===== src/rtl/expr_seq_pkg.sv =====
// Shared definitions for the expression-solver control sequencer.
//   - seq_state_e : sequencer state encoding (IDLE, RUN, DONE)
//   - CW_*        : bit offsets and widths of the fields in a control word
//   - cw()        : packs individual fields into a control word
//   - DEFAULT_PROG: the seven-step solver program, step 0 in the LSBs
package expr_seq_pkg;

    typedef enum logic [1:0] {
        StIdle = 2'd0,
        StRun  = 2'd1,
        StDone = 2'd2
    } seq_state_e;

    localparam int unsigned CW_W     = 10;
    localparam int unsigned CW_STEPS = 7;

    // Control word field layout
    localparam int unsigned CW_LX = 0;  // load X register
    localparam int unsigned CW_LS = 1;  // load S register
    localparam int unsigned CW_LH = 2;  // load H register
    localparam int unsigned CW_H  = 3;  // H input select
    localparam int unsigned CW_M0 = 4;  // mux 0 select, bits 5:4
    localparam int unsigned CW_M1 = 6;  // mux 1 select, bits 7:6
    localparam int unsigned CW_M2 = 8;  // mux 2 select, bits 9:8

    function automatic logic [CW_W-1:0] cw(
        input logic [1:0] m2,
        input logic [1:0] m1,
        input logic [1:0] m0,
        input logic       h,
        input logic       lh,
        input logic       ls,
        input logic       lx
    );
        return {m2, m1, m0, h, lh, ls, lx};
    endfunction

    // Highest step first so that step 0 lands in the LSBs.
    localparam logic [CW_STEPS*CW_W-1:0] DEFAULT_PROG = {
        cw(2'd0, 2'd3, 2'd3, 1'b0, 1'b1, 1'b1, 1'b0),  // step 6
        cw(2'd3, 2'd0, 2'd0, 1'b0, 1'b1, 1'b0, 1'b1),  // step 5
        cw(2'd0, 2'd1, 2'd2, 1'b0, 1'b0, 1'b1, 1'b0),  // step 4
        cw(2'd1, 2'd0, 2'd0, 1'b1, 1'b0, 1'b0, 1'b0),  // step 3
        cw(2'd0, 2'd2, 2'd0, 1'b0, 1'b1, 1'b0, 1'b0),  // step 2
        cw(2'd0, 2'd0, 2'd1, 1'b0, 1'b0, 1'b1, 1'b0),  // step 1
        cw(2'd0, 2'd0, 2'd0, 1'b0, 1'b0, 1'b0, 1'b1)   // step 0
    };

endpackage


===== src/rtl/seq_rom.sv =====
// Combinational program lookup: returns the control word stored for a step.
//   idx  : step index to look up
//   word : PROGRAM word for idx; zero for indices beyond NUM_STEPS-1
module seq_rom
    import expr_seq_pkg::*;
#(
    parameter int unsigned NUM_STEPS = 7,
    parameter int unsigned CW_WIDTH  = 10,
    parameter int unsigned STEP_W    = 3,
    parameter logic [NUM_STEPS*CW_WIDTH-1:0] PROGRAM = '0
) (
    input  logic [STEP_W-1:0]   idx,
    output logic [CW_WIDTH-1:0] word
);

    always_comb begin
        word = '0;
        for (int i = 0; i < NUM_STEPS; i++) begin
            if (idx == STEP_W'(i)) begin
                word = PROGRAM[i*CW_WIDTH +: CW_WIDTH];
            end
        end
    end

endmodule


===== src/rtl/expr_sequencer.sv =====
// Control sequencer for the expression-solver datapath. Replays PROGRAM one
// step per cycle for n_pass+1 passes, with stall and abort, and pulses done
// for one cycle after the final step.
//   clk, rst  : clock, synchronous active-high reset
//   start     : run request, accepted only in IDLE without abort
//   n_pass    : number of passes minus one, latched on accepted start
//   stall     : freeze current step while in RUN
//   abort     : end the run immediately, no done pulse
//   ctrl      : registered control word to the datapath
//   step_idx  : current step within the pass
//   pass_idx  : current pass
//   busy      : high while in RUN
//   done      : one-cycle completion pulse
module expr_sequencer
    import expr_seq_pkg::*;
#(
    parameter int unsigned NUM_STEPS = 7,
    parameter int unsigned CW_WIDTH  = 10,
    parameter int unsigned PASS_W    = 4,
    parameter logic [NUM_STEPS*CW_WIDTH-1:0] PROGRAM = DEFAULT_PROG,
    localparam int unsigned STEP_W   = (NUM_STEPS > 1) ? $clog2(NUM_STEPS) : 1
) (
    input  logic                clk,
    input  logic                rst,
    input  logic                start,
    input  logic [PASS_W-1:0]   n_pass,
    input  logic                stall,
    input  logic                abort,
    output logic [CW_WIDTH-1:0] ctrl,
    output logic [STEP_W-1:0]   step_idx,
    output logic [PASS_W-1:0]   pass_idx,
    output logic                busy,
    output logic                done
);

    seq_state_e          state_q;
    logic [CW_WIDTH-1:0] ctrl_q;
    logic [STEP_W-1:0]   step_q;
    logic [PASS_W-1:0]   pass_q;
    logic [PASS_W-1:0]   npass_q;
    logic                busy_q;
    logic                done_q;

    logic                last_step;
    logic [STEP_W-1:0]   next_step;
    logic [STEP_W-1:0]   rom_idx;
    logic [CW_WIDTH-1:0] rom_word;

    assign last_step = (step_q == STEP_W'(NUM_STEPS - 1));
    assign next_step = last_step ? '0 : step_q + 1'b1;
    // In IDLE the word being loaded is step 0, otherwise the step about to run.
    assign rom_idx   = (state_q == StRun) ? next_step : '0;

    seq_rom #(
        .NUM_STEPS (NUM_STEPS),
        .CW_WIDTH  (CW_WIDTH),
        .STEP_W    (STEP_W),
        .PROGRAM   (PROGRAM)
    ) u_rom (
        .idx  (rom_idx),
        .word (rom_word)
    );

    always_ff @(posedge clk) begin
        if (rst) begin
            state_q <= StIdle;
            ctrl_q  <= '0;
            step_q  <= '0;
            pass_q  <= '0;
            npass_q <= '0;
            busy_q  <= 1'b0;
            done_q  <= 1'b0;
        end else begin
            case (state_q)
                StIdle: begin
                    done_q <= 1'b0;
                    if (start && !abort) begin
                        state_q <= StRun;
                        npass_q <= n_pass;
                        ctrl_q  <= rom_word;
                        step_q  <= '0;
                        pass_q  <= '0;
                        busy_q  <= 1'b1;
                    end
                end
                StRun: begin
                    if (abort) begin
                        state_q <= StIdle;
                        ctrl_q  <= '0;
                        step_q  <= '0;
                        pass_q  <= '0;
                        busy_q  <= 1'b0;
                    end else if (!stall) begin
                        if (last_step && (pass_q == npass_q)) begin
                            state_q <= StDone;
                            ctrl_q  <= '0;
                            step_q  <= '0;
                            pass_q  <= '0;
                            busy_q  <= 1'b0;
                            done_q  <= 1'b1;
                        end else begin
                            ctrl_q <= rom_word;
                            step_q <= next_step;
                            if (last_step) begin
                                pass_q <= pass_q + 1'b1;
                            end
                        end
                    end
                end
                StDone: begin
                    state_q <= StIdle;
                    done_q  <= 1'b0;
                end
                default: begin
                    state_q <= StIdle;
                    ctrl_q  <= '0;
                    step_q  <= '0;
                    pass_q  <= '0;
                    busy_q  <= 1'b0;
                    done_q  <= 1'b0;
                end
            endcase
        end
    end

    assign ctrl     = ctrl_q;
    assign step_idx = step_q;
    assign pass_idx = pass_q;
    assign busy     = busy_q;
    assign done     = done_q;

endmodule


===== config.mk =====
export PLATFORM = sky130hd
export DESIGN_NAME = expr_sequencer
export DESIGN_NICKNAME = d
export VERILOG_FILES = /design/src/rtl/expr_seq_pkg.sv /design/src/rtl/seq_rom.sv /design/src/rtl/expr_sequencer.sv
export SDC_FILE = /design/constraint.sdc
export NUM_CORES = 1
export LEC_CHECK = 0
export ABC_AREA = 1
export CORE_ASPECT_RATIO = 0.75
export CORE_UTILIZATION = 40
export DETAILED_ROUTE_END_ITERATION = 16
export PLACE_DENSITY = 0.69
export RECOVER_POWER = 50
export SYNTH_ARGS = -nofsm -noshare
export SYNTH_HDL_FRONTEND = slang
export SYNTH_SLANG_ARGS = --single-unit

===== constraint.sdc =====
create_clock -name clk -period 1.17 [get_ports clk]
set_clock_uncertainty 0.05 [all_clocks]
set_input_delay 0.351 -clock clk [delete_from_list [all_inputs] [get_ports clk]]
set_output_delay 0.351 -clock clk [all_outputs]
set_load 0.02 [all_outputs]

### After elaboration in Yosys (flattened, before gate mapping)

Index checks and enable logic that the tools add are counted.

* output and inout bits: 19
* logic and storage cells: 74
* input bits: 9
* bits in registers: 25

* bitwise logic cells: 4
* reduce and logical (&&, ||, !) cells: 12
* add/sub/neg operators: 2
* muxes and demuxes: 35
* equality and inequality tests: 14

Operators by type and width (number)
* 10-bit 2-to-1 mux: 6
* 10-bit one-hot mux with 3 select lines: 1
* 4-bit 2-to-1 mux: 5
* 3-bit 2-to-1 mux: 6
* 9-bit 2-to-1 mux: 2
* 3-bit equality test, second input constant: 4
* 4-bit one-hot mux with 3 select lines: 1
* 3-bit one-hot mux with 3 select lines: 1
* 3-bit AND reduction: 3
* 2-bit 2-to-1 mux: 4
* 8-bit 2-to-1 mux: 1
* 4-bit AND reduction: 2
* 3-bit by 2-bit equality test with 1-bit output, second input constant: 2
* 1-bit 2-to-1 mux: 5
* 5-bit 2-to-1 mux: 1
* 4-bit by 1-bit adder with 4-bit output, second input constant: 1
* 4-bit equality test: 1
* 4-bit by 3-bit != test with 1-bit output, second input constant: 1
* 1-bit NOT: 4
* 2-bit one-hot mux with 2 select lines: 1
* 3-bit by 1-bit adder with 3-bit output, second input constant: 1
* 3-bit by 1-bit equality test with 1-bit output, second input constant: 1
* 3-bit zero test: 1
* 3-bit by 2-bit != test with 1-bit output, second input constant: 1
* 10 further kinds: 11

### Longest topological paths before layout

* depth after elaboration: 15
* mapped depth: 10
* mapped depth without buffers: 10

### Cells and area by module

From an unflattened synthesis, not the netlist that was laid out.

* cells, all modules: 200
* area total of the unflattened synthesis: 1342.5 sq um

Modules (own cells, without submodules)
* expr_sequencer: times used 1, cells an instance 178, area each 1234.9 sq um
* seq_rom: times used 1, cells an instance 22, area each 107.6 sq um

### Least setup slack after synthesis

Ideal clock, no wire load.

* kind: register to register
* from: register step_q[2], in the netlist step_idx[2]
* to: register busy_q, in the netlist busy
* library setup time: 132 ps
* period minus slack after synthesis: 1417 ps
* slack: -247 ps
* data arrival time: 1235 ps
* cell stages (with the launch flop): 9
* path through: dfxtp_1 buf_2 nand3_1 nor2_1 nand3_1 nand2_1 nand2_1 nand2_1 a21oi_1

* longest elaborated chain between the ends: 4

RTL lines
* start: declaration: RTL line expr_sequencer.sv:38 `logic [STEP_W-1:0] step_q;`
* start signal: assignment: RTL line expr_sequencer.sv:103 `step_q <= next_step;`
* 3-bit equality test: RTL line expr_sequencer.sv:49 `assign last_step = (step_q == STEP_W'(NUM_STEPS - 1));`
* 1-bit logical AND: RTL line expr_sequencer.sv:94 `if (last_step && (pass_q == npass_q)) begin`
* 3-bit by 2-bit != test with 1-bit output (no source line)
* 4-bit AND reduction (no source line)
* end signal: assignment: RTL line expr_sequencer.sv:71 `busy_q <= 1'b0;`
* end signal: assignment: RTL line expr_sequencer.sv:92 `busy_q <= 1'b0;`
* end signal: assignment: RTL line expr_sequencer.sv:99 `busy_q <= 1'b0;`
* end: declaration: RTL line expr_sequencer.sv:41 `logic busy_q;`

No other way between the ends.
A chain may end at the register's enable or synchronous reset.

### Final worst setup path

* from: register state_q[1]
* to: register pass_q[3], in the netlist pass_idx[3]

* longest elaborated chain between the ends: 3

RTL lines
* start: declaration: RTL line expr_sequencer.sv:36 `seq_state_e state_q;`
* start signal: assignment: RTL line expr_sequencer.sv:66 `state_q <= StIdle;`
* start signal: assignment: RTL line expr_sequencer.sv:78 `state_q <= StRun;`
* start signal: assignment: RTL line expr_sequencer.sv:88 `state_q <= StIdle;`
* 2-bit by 1-bit equality test with 1-bit output (tied with other cells): RTL line expr_sequencer.sv:74 `case (state_q)`
* 4-bit by 3-bit != test with 1-bit output (no source line) (tied with other cells)
* 4-bit AND reduction (no source line)
* end signal: assignment: RTL line expr_sequencer.sv:105 `pass_q <= pass_q + 1'b1;`
* end: declaration: RTL line expr_sequencer.sv:39 `logic [PASS_W-1:0] pass_q;`

Several ways; a longest one is shown, not always the timed one.

==> flow_summary_export.csv <==
group,metric,value,unit
run_status,status,"finished with violations",
run_status,violations,"setup timing",
sta,drv_slew,0,
grt,busiest_layer,"met2",
logic_synthesis,synth.avg_cell_area,6.84,µm²
power_and_ir_drop,power,2.12,mW
placed_design,place_ws,-0.757,ns
placed_design,port_buffers,27,
sta,setup_viol,28,
grt,grt_use_met3,5.37,%
cells_and_area,antennaDiodeCount,0,
route,via_per_inst,5.50,
cells_and_area,layout_common_cells,"buf_4 (41), nand2_1 (29), buf_6 (20), dfxtp_2 (15), nand2_2 (13)",
die,start_util,43.9,%
grt,track_usage,27.1,%
logic_synthesis,synth_seq_cells,24,
clocking,root_buffer,"clkbuf_8",
setup_path,crit_family,"simple AND/OR/NAND/NOR gates",
sta,fin_crit_sh,119,%
setup_path,path_class,"reg2reg",
cells_and_area,layout-drive-gt1-share,64.4,%
sta,setup_slack,-0.227,ns
power_and_ir_drop,p_leak,0.972,nW
placed_design,dpl.cell_count,266,
die,ios,28,
job,drv_cap,0,
logic_synthesis,yosysWarnings,0,
die,core,2720,µm²
grt,grt_pass1_wl,6600,µm
logic_synthesis,yosysSeqAreaShare,40.2,%
clocking,cts_tree,"yes",
setup_path,critical_path.max_fanout,6,
grt,grt_pass1_vias,1424,
power_and_ir_drop,irDropWorstVdd,836,µV
grt,use_met1,35.7,%
clocking,clock_sinks,24,
cells_and_area,final_common_cell,"buf_4",
cells_and_area,nets,258,
clocking,cts_buffer_depth,2,
sta,period_minus_slack,1.40,ns
die,die_x,65.1,µm
sta,fmax,716,MHz
sta,rsz0062_at_grt,"yes",
route,drt_wl_total,4920,µm
placed_design,placed_cell_area,1810,µm²
placed_design,hpwl,2530,µm
setup_path,cp_slowest_cell,"dfxtp_4",
route,wire_per_inst,17.4,µm
cells_and_area,final_cells,283,
setup_path,cpMostUsedCell,"nand2_1",
route,drtPass1Iterations,4,
route,ant_nets,0,
die,dieArea,3220,µm²
route,drc,0,
grt,use_met2,44.8,%
sta,tightest_slew,0.356,ns
clocking,cts_inserted_buffers,3,
setup_path,crit_arrival,1.56,ns
placed_design,place_congestion,0.856,
grt,antenna_found_initial,0,
sta,setup_tns,-3.83,ns
cells_and_area,n_fill_cell,157,
clocking,htree_levels,1,
setup_path,end_kind,"flip-flop",
die,dieHeight,49.4,µm
sta,slew_headroom,76.1,%
route,vias,1556,
sta,hold_viol_final,0,
grt,grt_overflow,0,
setup_path,cp_num_buf_inv,1,
cells_and_area,synthToLayoutAreaGrowth,89.4,%
hold_path,hold_path_class,"reg2reg",
setup_path,cp-start-kind,"flip-flop",
setup_path,cp.required,1.33,ns
clocking,clk_pin_slew,0.09,ns
cells_and_area,final_util,83.2,%
clocking,clk-insertion-delay-late,0.27,ns
logic_synthesis,syn_area,1200,µm²
setup_path,critical-path-max-stage-delay,0.38,ns
logic_synthesis,syn_inst,175,
setup_path,worstPathCellList,"buf_12, o21ai_4, nand2_8, nor2_4, nand2_1, nand2_1, nand2_1, nor2_1",
sta,hold_ws,0.416,ns
cells_and_area,fin_area,2270,µm²
power_and_ir_drop,pwr_density_cell,935,nW/µm²
route,drtIter0Drc,196,
die,num_rows,16,
logic_synthesis,mappedNetlistNets,185,
logic_synthesis,ys_types,25,
grt,grt_max_degree,15,
[cell usage after synthesis, drive strengths merged]
master / number / share of area, %
nand2: 48 / 16
dfxtp: 24 / 40
inv: 22 / 7.3
a21oi: 18 / 7.5
nor2: 18 / 7.1
nand3: 12 / 5.0
o21ai: 12 / 5.3
nor3: 7 / 2.9
buf: 4 / 2.6
nand4: 4 / 2.1
clkbuf: 2 / 0.63
a211oi: 1 / 0.63
a31oi: 1 / 0.52
ha: 1 / 1.0
xnor2: 1 / 0.73
[worst paths after layout]
check,start,end,slack [ns],depth (start not counted)
max,state_q[1],pass_idx[3],-0.23,8
min,ctrl[4],ctrl[4],0.42,2
max reg2reg,state_q[1],pass_idx[3],-0.23,8
min reg2reg,ctrl[4],ctrl[4],0.42,2
[what timing repair did]
item	CTS	global route
hold buffers	0	0
pin swaps	21	21
setup endpoints to repair	43	43
buffers inserted	4	7
gates cloned	1	1
resized for setup	143	67
[where the power goes]
part | internal [mW] | leakage, nW | total [mW] | switching, mW
Clock | 0.372 | 0.0339 | 0.645 | 0.273
Sequential | 0.846 | 0.207 | 0.879 | 0.0333
Combinational | 0.265 | 0.731 | 0.593 | 0.329
[metal layers]
layer / wire, µm / up-vias
li1: - / 715
met5: 0 / -
met4: 192 / 0
met1: 2030 / 749
met3: 317 / 21
met2: 2380 / 71
[logic make-up after synthesis]
family / synth area share (%)
simple gates: 33.5
compound gates: 14.0
buf+inv: 10.6
flops: 40.2
xor+xnor: 0.732
fa+ha+maj: 1.05
[flip-flops by register name, summed over array words and instances, names as in the netlist]
name and flops:
busy 1, ctrl 9, done 1, npass_q 4, pass_idx 4, state_q 2, step_idx 3
[worst min-delay path, stage by stage, from the launching register on]
cell and delay, ns:
dfxtp_1 0.32, nand2_1 0.06, a21oi_1 0.05
[area by class of cell]
type | count | area [µm²] | area share (%)
Sequential cell | 24 | 522 | 23.0
Tap cell | 36 | 45.0 | 1.99
Multi-Input combinational cell | 123 | 825 | 36.4
Inverter | 22 | 118 | 5.19
Timing Repair Buffer | 72 | 669 | 29.5
Clock buffer | 4 | 66.3 | 2.93
Timing Repair inverter | 2 | 21.3 | 0.939
No activity file was read; power rests on OpenSTA's default activity.
